==> config.mk <==
export PLATFORM = sky130hd
export DESIGN_NAME = serial_subtractor
export DESIGN_NICKNAME = d
export VERILOG_FILES = /design/src/rtl/serial_subtractor.sv
export SDC_FILE = /design/constraint.sdc
export NUM_CORES = 1
export LEC_CHECK = 0
export CORE_MARGIN = 2
export CORE_UTILIZATION = 25
export DETAILED_ROUTE_END_ITERATION = 8
export MAX_ROUTING_LAYER = met4
export SYNTH_ARGS = -nofsm -noshare
export SYNTH_HDL_FRONTEND = slang
export SYNTH_SLANG_ARGS = --single-unit
==> constraint.sdc <==
create_clock -name clk -period 1.12 [get_ports clk]
set_input_delay 0.224 -clock clk [delete_from_list [all_inputs] [get_ports clk]]
set_output_delay 0.224 -clock clk [all_outputs]
set_load 0.03 [all_outputs]
==> src/rtl/serial_subtractor.sv <==
// serial_subtractor
//
// Bit-serial, LSB-first unsigned subtractor producing diff = a - b (mod 2^WIDTH)
// and a borrow flag.
//
// Structure:
//   - One full-subtract cell, reused on every clock.
//   - Shift registers hold both operands and the partial result.
//   - A borrow flop and a bit counter complete the state.
//   - A start/busy/done handshake sequences each operation.
//
// Ports:
//   clk         rising-edge clock
//   rst         synchronous, active-high reset
//   start       one-cycle request; a/b are sampled when it is accepted
//   a           minuend (WIDTH bits)
//   b           subtrahend (WIDTH bits)
//   busy        high while operand bits are being processed
//   done        one-cycle pulse when diff/borrow_out hold a fresh result
//   diff        a - b modulo 2^WIDTH, held until the next result
//   borrow_out  1 when a < b (unsigned), held with diff

module serial_subtractor #(
    parameter int WIDTH = 8
) (
    input  logic             clk,
    input  logic             rst,
    input  logic             start,
    input  logic [WIDTH-1:0] a,
    input  logic [WIDTH-1:0] b,
    output logic             busy,
    output logic             done,
    output logic [WIDTH-1:0] diff,
    output logic             borrow_out
);

    localparam int CW = (WIDTH > 2) ? $clog2(WIDTH) : 1;
    localparam logic [CW-1:0] LAST_BIT = CW'(WIDTH - 1);

    typedef enum logic [1:0] {
        IDLE  = 2'd0,
        SHIFT = 2'd1,
        DONE  = 2'd2
    } state_t;

    state_t           state;
    state_t           state_next;

    logic [WIDTH-1:0] a_sr;
    logic [WIDTH-1:0] b_sr;
    logic [WIDTH-1:0] result;
    logic             brw;
    logic [CW-1:0]    cnt;

    logic             load;
    logic             last_bit;
    logic             d;
    logic             brw_next;
    logic [WIDTH-1:0] result_next;

    // The single full-subtract cell. It works on the current LSBs of both
    // operands plus the borrow carried in from the previous bit. A borrow
    // comes out when the minuend bit is 0 and the subtrahend bit is 1. When
    // both bits are equal, the incoming borrow passes straight through.
    always_comb begin
        d           = a_sr[0] ^ b_sr[0] ^ brw;
        brw_next    = (~a_sr[0] & b_sr[0]) | (~(a_sr[0] ^ b_sr[0]) & brw);
        result_next = {d, result[WIDTH-1:1]};
    end

    // Next-state logic and control strobes.
    // The DONE state accepts a new start exactly like IDLE, which lets
    // operations run back-to-back. A start seen during SHIFT is ignored, so
    // the running operation cannot be disturbed.
    always_comb begin
        state_next = state;
        load       = 1'b0;
        last_bit   = 1'b0;
        case (state)
            IDLE: begin
                if (start) begin
                    load       = 1'b1;
                    state_next = SHIFT;
                end
            end
            SHIFT: begin
                if (cnt == LAST_BIT) begin
                    last_bit   = 1'b1;
                    state_next = DONE;
                end
            end
            DONE: begin
                if (start) begin
                    load       = 1'b1;
                    state_next = SHIFT;
                end else begin
                    state_next = IDLE;
                end
            end
            default: begin
                state_next = IDLE;
            end
        endcase
    end

    // State register. Reset is synchronous, and it wins over any pending
    // start.
    always_ff @(posedge clk) begin
        if (rst) begin
            state <= IDLE;
        end else begin
            state <= state_next;
        end
    end

    // Datapath registers.
    // On acceptance, the operands are captured and the borrow and counter
    // are cleared. During SHIFT, one bit is processed per clock:
    //   - the difference bit enters the result at the MSB;
    //   - everything shifts right, so after WIDTH clocks the LSB-first
    //     stream sits in the correct bit positions.
    // The visible outputs are updated only on the clock that moves into
    // DONE. That clock folds in the final bit straight from the cell, so
    // the outputs never show a partial result.
    always_ff @(posedge clk) begin
        if (rst) begin
            a_sr       <= '0;
            b_sr       <= '0;
            result     <= '0;
            brw        <= 1'b0;
            cnt        <= '0;
            diff       <= '0;
            borrow_out <= 1'b0;
        end else begin
            if (load) begin
                a_sr   <= a;
                b_sr   <= b;
                result <= '0;
                brw    <= 1'b0;
                cnt    <= '0;
            end else if (state == SHIFT) begin
                a_sr   <= a_sr >> 1;
                b_sr   <= b_sr >> 1;
                result <= result_next;
                brw    <= brw_next;
                cnt    <= cnt + CW'(1);
            end

            if (last_bit) begin
                diff       <= result_next;
                borrow_out <= brw_next;
            end
        end
    end

    // Handshake outputs come straight from the registered state.
    always_comb begin
        busy = (state == SHIFT);
        done = (state == DONE);
    end

endmodule

==> Word level (Yosys, flattened, before mapping) <==
Cells that the tools add are included.
{ "classes": {"n_eq_ne": 5, "n_bitwise": 7, "reduce_logical": 5, "addsub": 1, "muxes": 12} }
{ "ops": {"columns": ["op", "count"], "rows": [
  ["8-bit 2-to-1 mux", 4],
  ["2-bit one-hot mux with 3 select lines", 1],
  ["1-bit 2-to-1 mux", 5],
  ["2-bit 2-to-1 mux", 2],
  ["2-bit OR reduction", 2],
  ["3-bit by 1-bit adder with 3-bit output, second input constant", 1],
  ["3-bit == test, second input constant", 1],
  ["1-bit bitwise AND", 2],
  ["2-bit by 1-bit == test with 1-bit output, second input constant", 1],
  ["2-bit == test, second input constant", 1],
  ["2-bit logical NOT", 1],
  ["2-bit by 1-bit != test with 1-bit output, second input constant", 1],
  ["2-bit != test, second input constant", 1],
  ["1-bit NOT", 2],
  ["2-bit AND reduction", 1],
  ["2-bit nonzero test", 1],
  ["1-bit bitwise XOR", 2],
  ["1-bit OR", 1]
]} }
{ "totals": {"inputBits": 19, "elab_cells": 38, "ff_bits": 39, "output_inout_bits": 11} }

==> Logic depth before layout (Yosys ltp) <==
{ "logic_depth": {"ltp_word": 4, "ltp_mapped": 6, "depth_no_buf": 5} }

==> Least setup slack after synthesis <==
No wires, ideal clock.
{ "synth_path": {"kind": "register to register", "startpoint": "reg cnt[0]", "endpoint": "reg state[0]", "synth_period_minus_slack_ns": 1.238, "path_stages_with_launch": 6, "setup_ns": 0.128, "path_slack_ns": -0.118, "arrival_time_ns": 1.111, "path_buffers": 1, "t_required_ns": 0.992, "cell_sequence": "dfxtp_1 ha_1 ha_1 buf_1 o21a_1 nor2_1"} }
{ "synth_between": {"elab_chain_len": 3} }
{ "synth_lines": {"columns": ["element", "line_no", "rtl"], "rows": [
  ["from (decl)", "53", "logic [CW-1:0] cnt;"],
  ["from (signal assigned)", "146", "cnt <= cnt + CW'(1);"],
  ["3-bit == test", "87", "if (cnt == LAST_BIT) begin"],
  ["2-bit by 1-bit != test with 1-bit output (no source line)", null, null],
  ["2-bit AND reduction (no source line)", null, null],
  ["to (signal assigned)", "112", "state <= state_next;"],
  ["to (decl)", "46", "state_t state;"]
]} }
Every way passes these cells.
A chain may end at the register's enable or synchronous reset.

==> Worst setup path in the final report <==
{ "layout_path": {"startpoint": "reg state[0]", "endpoint": "out done"} }
{ "layout_between": {"elab_chain_len": 1} }
{ "layout_lines": {"columns": ["element", "line_no", "rtl"], "rows": [
  ["2-bit == test", "159", "done = (state == DONE);"],
  ["to (decl)", "32", "output logic done,"]
]} }
Every way passes these cells.

==> impl_metrics.py <==
metrics = {
    "yosys": {
        "synth_edf_count": 0,
        "syn-num-nets": 194,
        "ys_types": 29,
        "yosysWarnings": 0,
        "synth_seq_area_share_pct": 49.3,
        "ys_ff_latch": 38,
        "synth_top_family_by_area": "simple AND/OR/NAND/NOR gates",
        "synth_fa_ha_area_share_pct": 2.92,
        "synth_area_um2": 1540,
        "synthXorXnorAreaFrac_pct": 0.568,
        "synthCells": 172,
        "synth_mux_area_share_pct": 0.649,
        "synth-compound-area-share_pct": 16.6,
        "synth.avg_cell_area_um2": 8.97,
        "async_flop_share_pct": 0,
        "dominantRegCellSynth": "dfxtp_1",
        "synthSimpleGateAreaFrac_pct": 21.8,
    },
    "die": {
        "rows": 28,
        "core-area_um2": 5960,
        "ios": 30,
        "die_h_um": 82.6,
        "die_area_um2": 6820,
        "die_x_um": 82.6,
        "initial_core_util_pct": 25.9,
    },
    "finish": {
        "diodes": 0,
        "syn2layout_area_growth_pct": 73.2,
        "layout-drive-gt1-share_pct": 55.6,
        "final_common_cell": "dfxtp_1",
        "n_fill_cell": 561,
        "layout.nets": 253,
        "design_area_um2": 2670,
        "final_cell_mix": "31 x dfxtp_1, 24 x buf_4, 23 x nand2_1",
        "instances_no_fill": 307,
    },
    "detailed_routing": {
        "routed_wl_um": 4120,
        "post-route-drc-count": 0,
        "num_vias": 1424,
        "drt_iter0_markers": 71,
        "dr.pass1.iters": 4,
        "postRouteAntennaNets": 0,
        "wire_per_inst_um": 13.4,
        "via_per_inst": 4.64,
    },
    "sta": {
        "hold_violations": 0,
        "fin_worst_skew_ns": 0.00965,
        "min_period_ns": 1.22,
        "setup_viol": 28,
        "hold_slack_ns": 0.464,
        "max_slew_margin_pct": 85.0,
        "layout_setup_ws_ns": -0.0960,
        "rsz0062_at_grt": "yes",
        "max_clock_freq_ghz": 0.822,
        "worstMarginPinSlew_ns": 0.225,
        "fin_crit_sh_pct": 109,
        "slew_viol_final": 0,
    },
    "power": {
        "ir_drop_mv": 0.537,
        "p_leak_nw": 0.952,
        "power_mw": 3.35,
        "power_density_nw_per_um2": 1250,
    },
    "min_path": {
        "hp-class": "flip-flop to flip-flop",
    },
    "placed_design": {
        "portBuffers": 29,
        "routabilityCongestion": 0.711,
        "place_hpwl_um": 2500,
        "dpl_cell_area_um2": 2030,
        "dpl.cell_count": 288,
    },
    "worst_setup_path": {
        "endpoint_kind": "output port",
        "critPathArrivalTime_ns": 0.99,
        "cp-start-kind": "flip-flop",
        "crit_type": "flip-flop to output port",
        "cp_slowest_cell": "dfxtp_4",
        "crit_chain": "buf_6 -> nor2b_4 -> buf_6",
        "cp_max_fo": 4,
        "crit_path_frequent_cell": "buf_6",
        "critPathMaxStageDelay_ns": 0.37,
        "required_ns": 0.90,
    },
    "clock_tree": {
        "cts_sinks": 38,
        "clockBufferDepth": 2,
        "cts_buffers": 5,
        "clk_pin_slew_ns": 0.07,
        "cts_root_buf": "clkbuf_8",
        "htree_levels": 2,
        "cts_tree": "done",
        "clkLatencyLatePin_ns": 0.29,
    },
    "global_routing": {
        "grt_max_degree": 18,
        "grt.overflow.total": 0,
        "track_usage_pct": 12.9,
        "antenna_found_initial": 0,
        "grt_pass1_wl_um": 6580,
        "grt_pass1_vias": 1386,
    },
    "status": {
        "violations": "setup timing",
        "status": "complete, but fails checks",
    },
    "job": {
        "max_cap_viol_count": 0,
    },
}
==> worst max-delay path: cells and delay by family, from the launching register on <==
kind	cells	cell delay [ns]
AND/OR/NAND/NOR	1	0.09
flip-flops	1	0.37
buffers and inverters	2	0.25
==> cells in the mapped netlist, types with 2 or more instances <==
cell type / n / area share [%]
buf_6: 5 / 3.6
ha_1: 2 / 1.6
nand3_1: 11 / 3.6
buf_2: 3 / 0.97
a311oi_2: 3 / 2.9
a22oi_1: 2 / 0.97
clkbuf_1: 3 / 0.73
nand2_1: 31 / 7.5
dfxtp_1: 38 / 49
nand2b_1: 2 / 0.81
inv_1: 2 / 0.49
o22ai_1: 10 / 4.1
nor2_1: 6 / 1.5
nor3_1: 19 / 6.2
a21oi_1: 21 / 6.8
==> report_power, final <==
group | internal (mW) | switching, mW | total, mW
Combinational | 0.408 | 0.315 | 0.723
Sequential | 1.42 | 0.0622 | 1.48
Clock | 0.656 | 0.487 | 1.14
==> stage by stage <==
step / setup WS [ns] / util, % / TNS (ns)
global placement: -0.301 / 34.0 / -7.81
floorplan: 0.0148 / - / 0
CTS: -0.141 / 41.7 / -1.08
global route: -0.136 / 44.9 / -3.03
finish: -0.0960 / 44.9 / -1.40
detailed placement: -0.345 / 34.0 / -8.12
==> path summary, 6_finish.rpt <==
kind                               start      end  slack, ns  cells past startpoint
worst max-delay path            state[0]     done       -0.1                      3
worst min-delay path             diff[2]  diff[2]       0.46                      2
worst max register to register  state[0]   cnt[0]      -0.08                      6
worst min register to register   diff[2]  diff[2]       0.46                      2
==> layout make-up <==
class | instances | area (um^2) | share of cell area, %
Multi-Input combinational cell | 117 | 985 | 36.8
Tap cell | 75 | 93.8 | 3.51
Clock inverter | 3 | 40.0 | 1.50
Clock buffer | 5 | 68.8 | 2.57
Sequential cell | 38 | 772 | 28.9
Timing Repair Buffer | 66 | 697 | 26.1
Inverter | 3 | 16.3 | 0.609
==> kinds of logic after synthesis <==
| kind of cell | count (synthesis) |
|---|---|
| AOI/OAI and AO/OA | 39 |
| adders and majority gates | 3 |
| DFF | 38 |
| xor gates and xnor gates | 1 |
| and+or+nand+nor | 73 |
| muxes | 1 |
| buffers and inverters | 17 |
==> flip-flops by register name (all words and copies together) (netlist names) <==
name        cells
a_sr            8
borrow_out      1
result          7
state           2
b_sr            8
brw             1
cnt             3
diff            8
==> routing by layer <==
metal / part of all wire (%) / track usage, %
met2: 50 / 20.6
met3: 3.6 / 1.96
met1: 46 / 16.6
met5: 0 / -
met4: 0.73 / 4.75
==> timing repair <==
item | in CTS | in global routing
setup endpoints to repair | 38 | 39
pin swaps | 21 | 19
gates cloned | 3 | 1
hold buffers | 0 | 0
gates resized for setup | 60 | 44
setup buffers | 7 | 1
Power figures use the tool's default switching activity.
